--- config.mk ---
export PLATFORM = sky130hd
export DESIGN_NAME = vram_access_responder
export DESIGN_NICKNAME = d
export VERILOG_FILES = /design/src/rtl/vram_access_responder.sv
export SDC_FILE = /design/constraint.sdc
export NUM_CORES = 1
export LEC_CHECK = 0
export CAP_MARGIN = 25
export CORE_ASPECT_RATIO = 1.25
export CORE_UTILIZATION = 44
export CTS_CLUSTER_DIAMETER = 30
export DETAILED_ROUTE_END_ITERATION = 16
export PLACE_DENSITY = 0.84
export SLEW_MARGIN = 0
export SYNTH_ARGS = -nofsm -noshare
export SYNTH_HDL_FRONTEND = slang
export SYNTH_SLANG_ARGS = --single-unit
--- constraint.sdc ---
create_clock -name CLK21M -period 6.5 [get_ports CLK21M]
set_clock_uncertainty 0.15 [all_clocks]
set_input_delay 1.3 -clock CLK21M [delete_from_list [all_inputs] [get_ports CLK21M]]
set_output_delay 1.3 -clock CLK21M [all_outputs]
set_load 0.02 [all_outputs]
--- src/rtl/vram_access_responder.sv ---
// vram_access_responder: queues VDP VRAM slot accesses and replays them over a
// level-handshake backing-memory port, returning read data to the VDP side.
// Optional feature macro: VRAM_OVERFLOW_STATUS_EN (sticky overflow flag).

`ifndef MEMORY_WIDTH_8
`define MEMORY_WIDTH_8  2'b00
`endif
`ifndef MEMORY_WIDTH_16
`define MEMORY_WIDTH_16 2'b01
`endif
`ifndef MEMORY_WIDTH_32
`define MEMORY_WIDTH_32 2'b10
`endif

module vram_access_responder #(
   parameter int FIFO_DEPTH = 2
) (
   input  logic        CLK21M,
   input  logic        RESET,
   input  logic [1:0]  DOTSTATE,
   input  logic [17:0] IRAMADR,
   input  logic        PRAMWE_N,
   input  logic [1:0]  PRAM_WR_SIZE,
   input  logic [7:0]  PRAMDBO_8,
   input  logic [15:0] PRAMDBO_16,
   input  logic [31:0] PRAMDBO_32,
   output logic        mem_req,
   input  logic        mem_ack,
   output logic [15:0] mem_addr,
   output logic        mem_wr,
   output logic [3:0]  mem_be,
   output logic [31:0] mem_wdata,
   input  logic [31:0] mem_rdata,
   output logic [31:0] PRAMDBI_32,
   output logic [7:0]  PRAMDBI_8,
   output logic        rd_valid,
   output logic        busy,
   output logic        overflow
);

   localparam int PTR_W = $clog2(FIFO_DEPTH);
   localparam int CNT_W = PTR_W + 1;

   localparam logic [1:0] ST_IDLE  = 2'd0;
   localparam logic [1:0] ST_ISSUE = 2'd1;
   localparam logic [1:0] ST_DONE  = 2'd2;

   // Write lanes and byte enables are resolved at push time, so the queue
   // holds exactly what goes onto the memory bus.
   typedef struct packed {
      logic [17:0] addr;
      logic        wr;
      logic [3:0]  be;
      logic [31:0] wdata;
   } entry_t;

   entry_t             fifo_q [FIFO_DEPTH];
   entry_t             fifo_d [FIFO_DEPTH];
   logic [PTR_W-1:0]   wr_ptr_q, wr_ptr_d;
   logic [PTR_W-1:0]   rd_ptr_q, rd_ptr_d;
   logic [CNT_W-1:0]   count_q, count_d;
   logic [1:0]         state_q, state_d;
   logic               mem_req_q, mem_req_d;
   logic [15:0]        mem_addr_q, mem_addr_d;
   logic               mem_wr_q, mem_wr_d;
   logic [3:0]         mem_be_q, mem_be_d;
   logic [31:0]        mem_wdata_q, mem_wdata_d;
   logic [31:0]        pramdbi_32_q, pramdbi_32_d;
   logic [7:0]         pramdbi_8_q, pramdbi_8_d;
   logic               rd_valid_q, rd_valid_d;

   entry_t             new_entry;
   entry_t             head;
   logic               push;
   logic               pop;
   logic               full;
   logic               push_ok;
   logic               drop;

   // Format the incoming slot into a bus-ready entry; unknown width codes act as bytes.
   always_comb begin
      new_entry       = '0;
      new_entry.addr  = IRAMADR;
      new_entry.wr    = ~PRAMWE_N;
      if (!PRAMWE_N) begin
         case (PRAM_WR_SIZE)
            `MEMORY_WIDTH_16: begin
               new_entry.be    = IRAMADR[1] ? 4'b1100 : 4'b0011;
               new_entry.wdata = {2{PRAMDBO_16}};
            end
            `MEMORY_WIDTH_32: begin
               new_entry.be    = 4'b1111;
               new_entry.wdata = PRAMDBO_32;
            end
            default: begin
               new_entry.be    = 4'b0001 << IRAMADR[1:0];
               new_entry.wdata = {4{PRAMDBO_8}};
            end
         endcase
      end
   end

   // Queue bookkeeping: a push into a full queue only survives if the head leaves this cycle.
   always_comb begin
      head     = fifo_q[rd_ptr_q];
      push     = (DOTSTATE == 2'b00) && !RESET;
      pop      = (state_q == ST_ISSUE) && mem_ack;
      full     = (count_q == CNT_W'(FIFO_DEPTH));
      push_ok  = push && (!full || pop);
      drop     = push && !push_ok;
      fifo_d   = fifo_q;
      wr_ptr_d = wr_ptr_q;
      rd_ptr_d = rd_ptr_q;
      count_d  = count_q;
      if (push_ok) begin
         fifo_d[wr_ptr_q] = new_entry;
         wr_ptr_d = (wr_ptr_q == PTR_W'(FIFO_DEPTH - 1)) ? '0 : wr_ptr_q + 1'b1;
      end
      if (pop) begin
         rd_ptr_d = (rd_ptr_q == PTR_W'(FIFO_DEPTH - 1)) ? '0 : rd_ptr_q + 1'b1;
      end
      if (push_ok && !pop) begin
         count_d = count_q + 1'b1;
      end else if (!push_ok && pop) begin
         count_d = count_q - 1'b1;
      end
   end

   // Handshake sequencer: load the bus from the head, hold until ack, then rest one cycle.
   always_comb begin
      state_d      = state_q;
      mem_req_d    = mem_req_q;
      mem_addr_d   = mem_addr_q;
      mem_wr_d     = mem_wr_q;
      mem_be_d     = mem_be_q;
      mem_wdata_d  = mem_wdata_q;
      pramdbi_32_d = pramdbi_32_q;
      pramdbi_8_d  = pramdbi_8_q;
      rd_valid_d   = 1'b0;
      case (state_q)
         ST_IDLE: begin
            if (count_q != '0) begin
               state_d     = ST_ISSUE;
               mem_req_d   = 1'b1;
               mem_addr_d  = head.addr[17:2];
               mem_wr_d    = head.wr;
               mem_be_d    = head.be;
               mem_wdata_d = head.wdata;
            end
         end
         ST_ISSUE: begin
            if (mem_ack) begin
               state_d   = ST_DONE;
               mem_req_d = 1'b0;
               if (!head.wr) begin
                  pramdbi_32_d = mem_rdata;
                  pramdbi_8_d  = mem_rdata[{head.addr[1:0], 3'b000} +: 8];
                  rd_valid_d   = 1'b1;
               end
            end
         end
         default: begin
            state_d = ST_IDLE;
         end
      endcase
   end

   // Control and output registers; reset abandons any transaction in flight.
   always_ff @(posedge CLK21M) begin
      if (RESET) begin
         state_q      <= ST_IDLE;
         wr_ptr_q     <= '0;
         rd_ptr_q     <= '0;
         count_q      <= '0;
         mem_req_q    <= 1'b0;
         mem_addr_q   <= '0;
         mem_wr_q     <= 1'b0;
         mem_be_q     <= '0;
         mem_wdata_q  <= '0;
         pramdbi_32_q <= '0;
         pramdbi_8_q  <= '0;
         rd_valid_q   <= 1'b0;
      end else begin
         state_q      <= state_d;
         wr_ptr_q     <= wr_ptr_d;
         rd_ptr_q     <= rd_ptr_d;
         count_q      <= count_d;
         mem_req_q    <= mem_req_d;
         mem_addr_q   <= mem_addr_d;
         mem_wr_q     <= mem_wr_d;
         mem_be_q     <= mem_be_d;
         mem_wdata_q  <= mem_wdata_d;
         pramdbi_32_q <= pramdbi_32_d;
         pramdbi_8_q  <= pramdbi_8_d;
         rd_valid_q   <= rd_valid_d;
      end
   end

   // Queue storage needs no reset; the pointers alone define what is valid.
   always_ff @(posedge CLK21M) begin
      fifo_q <= fifo_d;
   end

`ifdef VRAM_OVERFLOW_STATUS_EN
   logic overflow_q, overflow_d;

   // Sticky record of any dropped slot, cleared only by reset.
   always_comb begin
      overflow_d = overflow_q | drop;
   end

   // Overflow flag register.
   always_ff @(posedge CLK21M) begin
      if (RESET) begin
         overflow_q <= 1'b0;
      end else begin
         overflow_q <= overflow_d;
      end
   end

   assign overflow = overflow_q;
`else
   logic unused_drop;
   assign unused_drop = drop;
   assign overflow    = 1'b0;
`endif

   assign mem_req    = mem_req_q;
   assign mem_addr   = mem_addr_q;
   assign mem_wr     = mem_wr_q;
   assign mem_be     = mem_be_q;
   assign mem_wdata  = mem_wdata_q;
   assign PRAMDBI_32 = pramdbi_32_q;
   assign PRAMDBI_8  = pramdbi_8_q;
   assign rd_valid   = rd_valid_q;
   assign busy       = (state_q != ST_IDLE) || (count_q != '0);

endmodule

Word level (Yosys, flattened, before mapping)
Index checks and enable logic that the tools add are counted.

Output and inout port bits: 97. Bits in registers: 211. Bits of input ports: 114. Word-level logic and storage cells: 84.

Reduce and logical (&&, ||, !) cells: 23. Magnitude comparators: 3. Shifts and indexed selects: 2. Mux-type cells: 20. Bitwise logic cells: 6. Add/sub/neg operators: 4. Equal/unequal tests: 6.

Operators by type and width (count): 55-bit 2-to-1 mux (4); 110-bit bitwise mux (1); 36-bit case mux with 2 select lines (1); 55-bit demux with 1-bit select (1); 36-bit 2-to-1 mux (1); 32-bit by 6-bit indexed part select with 8-bit output (1); 2-bit 2-to-1 mux (4); 2-bit nonzero test (4); 1-bit logical AND (6); 3-bit AND reduction (2); 1-bit 2-to-1 mux (5); 2-bit by 1-bit == test with 1-bit output (second input constant) (2); 2-bit == test (second input constant) (2); 2-bit greater-or-equal comparator (second input constant) (2); 1-bit logical NOT (4); 2-bit logical NOT (2); 4-bit 2-to-1 mux (1); 2-bit != test (second input constant) (2); 1-bit NOT (4); 1-bit NOT with 2-bit output (2); 2-bit case mux with 2 select lines (1); 2-bit AND reduction (2); 1-bit by 2-bit << shifter with 4-bit output (first input constant) (1); 3-bit OR reduction (1); 6 further kinds (8).

Depth between registers and ports, before layout
Word-level depth: 8. Mapped depth: 7. Gate-level depth less buffers: 7.

Worst setup path after synthesis
Ideal clock, no wire load.

Path kind: input-to-reg. Start: input mem_ack. End: register fifo_q[100] (netlist name) (enable). Arrival: 5.668 ns. Library setup time: 0.535 ns. Setup slack: 0.146 ns. Path buffers: 0. Stages on the path: 3. Data required time: 5.815 ns. Cell sequence: nand3b_1 > a311o_1 > nor3_1.

Word-level cells in the longest chain between the ends: 3.

Ends and longest elaborated chain: from (decl) (RTL line 28) `input logic mem_ack,`; 1-bit logical AND (RTL line 107) `pop = (state_q == ST_ISSUE) && mem_ack;`; 1-bit logical OR (RTL line 109) `push_ok = push && (!full || pop);`; 1-bit logical AND (RTL line 109); to (signal assigned) (RTL line 201) `fifo_q <= fifo_d;`; to (decl) (RTL line 57) `entry_t fifo_q [FIFO_DEPTH];`.

Every way passes these cells. A chain may end at the register's enable or synchronous reset.

Final worst setup path
Start: input mem_ack. End: register fifo_q[0] (netlist name) (enable).

Same word-level chain as after synthesis.

==> summary.txt <==
Power
  – Pleak: 3.83 nW
  – Int Pwr: 2.95 mW
  – Pwr dens: 354 nW/um2
  – Clock network power share: 0.413
  – Switching share of total power: 0.270
  – Combinational Power Share: 0.188
  – Psw: 1.09 mW
  – VDD IR max: 193 uV
  – Final Power: 4.04 mW
  – Share of power burned in registers: 0.399

Global route
  – First-pass GRT wire length: 30200 um
  – Gr usage total: 0.210
  – Initial antenna violation count: 0
  – Pin count of the biggest net entering global routing: 109
  – Grt total ovfl: 0
  – Number of global-route vias before repair: 5825

CTS
  – # Post-CTS Setup Buffers: 0
  – Clock slew at reported path FFs: 50 ps
  – Clock buffer depth: 3
  – Clk Latency, worst-skew pair: 480 ps
  – Htree depth: 2
  – Cts bufs inserted: 34
  – Clock sinks: 211
  – Post-CTS resize count: 0
  – CTS tree: built
  – CTS root buf: clkbuf_16
  – Hold-fix buffers, CTS: 0

Die
  – Die area: 18900 um2
  – I/O pin total: 211
  – Starting Density: 0.448
  – Die X-Extent: 123 um
  – Core Box Area: 18000 um2
  – Height of the die: 153 um
  – Rows: 55

Status
  – Outcome: finished clean

Worst hold path
  – HP Class: reg -> reg

Layout
  – Ant. Diodes: 0
  – Area Overhead vs Synth: 41.7%
  – Share of cells above drive strength 1: 0.0853
  – # nets final: 1007

Place
  – Routability Congestion: 0.907
  – # port buffers: 209
  – HPWL after detailed placement: 13300 um

Timing
  – Unrepaired setup endpoints after global routing: false
  – Crit share post-route: 0.594
  – Slew Viols, Final: 0
  – Setup TNS: 0 ps
  – Final Setup Violations: 0
  – Tmin final: 3860 ps
  – Final hold violations: 0
  – Rel. slew slack: 0.298
  – Max Fclk: 0.259 GHz
  – Actual slew at the worst max-slew pin: 1050 ps

Synthesis
  – Flops & latches, synth: 211
  – Mapped Cells: 685
  – Largest area contributor in the netlist: edfxtp_1
  – Avg Cell Area, Syn: 11.8 um2
  – Net Count, Synth: 802
  – Mapped cell area: 8070 um2
  – Largest cells by area after synthesis: edfxtp_1, dfxtp_1, mux2i_1, a21oi_1, nand2_1
  – Yosys warning count: 0
  – Synth top area share: 0.409
  – Number of library cell types mapped by synthesis: 32
  – Post-synthesis sequential area ratio: 0.660

Detailed routing
  – Antenna viol nets, final: 0
  – Total wire length: 20100 um
  – DRC Markers: 0
  – Via count: 5984
  – DR WL/cell: 17.6 um
  – First-pass detailed-route iteration total: 5
  – Iter 0 DRT Violations: 272
  – Via density: 5.24

Setup path
  – Largest delay share family, worst path: simple AND/OR/NAND/NOR gates
  – Critical path class: in -> reg
  – Startpoint types: primary input
  – Peak fanout along the critical path: 38
  – Critical path buffers and inverters: 2
  – CP Data Required Time: 6510 ps
  – Crit-path slowest cell: and2_2
  – Worst setup EP type: register
  – Data arrival, critical path: 3880 ps
  – Largest stage delay, worst path: 790 ps
  – Crit path cell chain: clkdlybuf4s50_1, nand3b_1, a311o_1, nor2_1, and2_2, buf_4

Run
  – Max_cap viols: 0
==> routing by layer <==
layer  wire (um)  vias to the layer above  track usage  share of wire
li1            -                     2877            -              -
met1        7560                     2807        0.237           0.38
met2       10300                      258        0.380           0.51
met3        1630                       42       0.0459          0.081
met4         573                        0       0.0769          0.029
met5           0                        -            0              0
==> worst reg2reg max path, stage by stage, from the launching register on <==
cell	delay, ps
dfxtp_1	350
nand3b_1	330
a311o_1	490
nor2_1	140
and2_2	790
buf_4	420
==> sequential cells by signal, indices dropped and copies added, names as in the netlist <==
signal,flops
mem_wdata,32
count_q,2
state_q,2
mem_be,4
mem_req,1
fifo_q,110
mem_addr,16
rd_ptr_q,1
PRAMDBI_8,8
wr_ptr_q,1
mem_wr,1
PRAMDBI_32,32
rd_valid,1
==> final timing paths <==
kind / to / cells past startpoint / slack [ps] / startpoint
worst max-delay path: fifo_q[0]$_DFFE_PP_ / 6 / 2640 / mem_ack
worst min-delay path: PRAMDBI_8[4]$_SDFFE_PP0P_ / 2 / 300 / PRAMDBI_8[4]$_SDFFE_PP0P_
worst max register to register: fifo_q[0]$_DFFE_PP_ / 5 / 3520 / state_q[1]$_SDFFE_PP0P_
worst min register to register: PRAMDBI_8[4]$_SDFFE_PP0P_ / 2 / 300 / PRAMDBI_8[4]$_SDFFE_PP0P_
==> cell families after synthesis <==
kind of cell | synth area share
AO/OA/AOI/OAI | 0.116
adder cells (fa/ha/maj) | 0.00465
buffers and inverters | 0.0282
other | 0.000465
AND/OR/NAND/NOR | 0.0937
XOR/XNOR | 0.00434
multiplexers | 0.0927
flip-flops | 0.660
==> power by group through the flow <==
stage               sequential [mW]  combinational (mW)  clock, mW
floorplan                      1.72               0.310          0
global placement               1.63               0.737          0
detailed placement             1.64               0.752          0
CTS                            1.61               0.756       1.70
global route                   1.63               0.818       1.76
finish                         1.61               0.762       1.67
==> Yosys cell counts, drive strengths merged <==
cell    number
and2         1
o21ai       10
ha           3
nand2      114
nor3b        1
conb         1
nor3         2
buf         15
a311o        1
nand2b       1
mux2i       54
nand3b       3
clkbuf      33
a211oi      53
xor2         4
mux2         1
dfxtp      101
or3          2
nor2        64
a21oi       94
inv          5
a21o         1
nor2b        2
mux4         8
edfxtp     110
nand3        1
==> metrics by stage <==
| step | cell area [um2] | util | hold WS, ps | worst slack (ps) | cells |
|---|---|---|---|---|---|
| 6_report | 11400 | 0.634 | 300 | 2640 | 1142 |
| 5_1_grt | 11400 | 0.634 | 323 | 2450 | 1142 |
| 4_1_cts | 11400 | 0.631 | 302 | 2620 | 1140 |
| 3_5_place_dp | 10300 | 0.571 | 296 | 2120 | 1080 |
| 3_3_place_gp | 10300 | 0.571 | 291 | 2160 | 1080 |
| 2_1_floorplan | 8070 | - | 321 | 146 | 685 |
==> cells in the final DEF (no fill, tap or decap), types with 2 or more instances in the layout <==
cell type,instances
xor2_1,4
buf_16,2
buf_4,7
dfxtp_1,100
inv_6,4
mux2i_1,53
a21oi_1,94
clkbuf_1,5
clkbuf_16,35
a211oi_1,53
o21ai_0,2
clkinvlp_4,2
mux4_2,8
clkinv_1,2
clkinv_4,2
clkinv_2,5
nand3b_1,3
ha_1,3
o21ai_1,8
clkdlybuf4s50_1,208
clkbuf_8,3
nand2_1,114
nor2_1,64
or3_1,2
inv_1,5
edfxtp_1,110
==> final cells by class <==
cell class                      instances  area, um2
Tap cell                              228        285
Multi-Input combinational cell        421       2530
Sequential cell                       211       5330
Clock buffer                           43        936
Inverter                                5       18.8
Timing Repair Buffer                  217       2190
Fill cell                            1386       6600
Clock inverter                         17        141
Note: power is estimated with default switching activity, not from simulation.
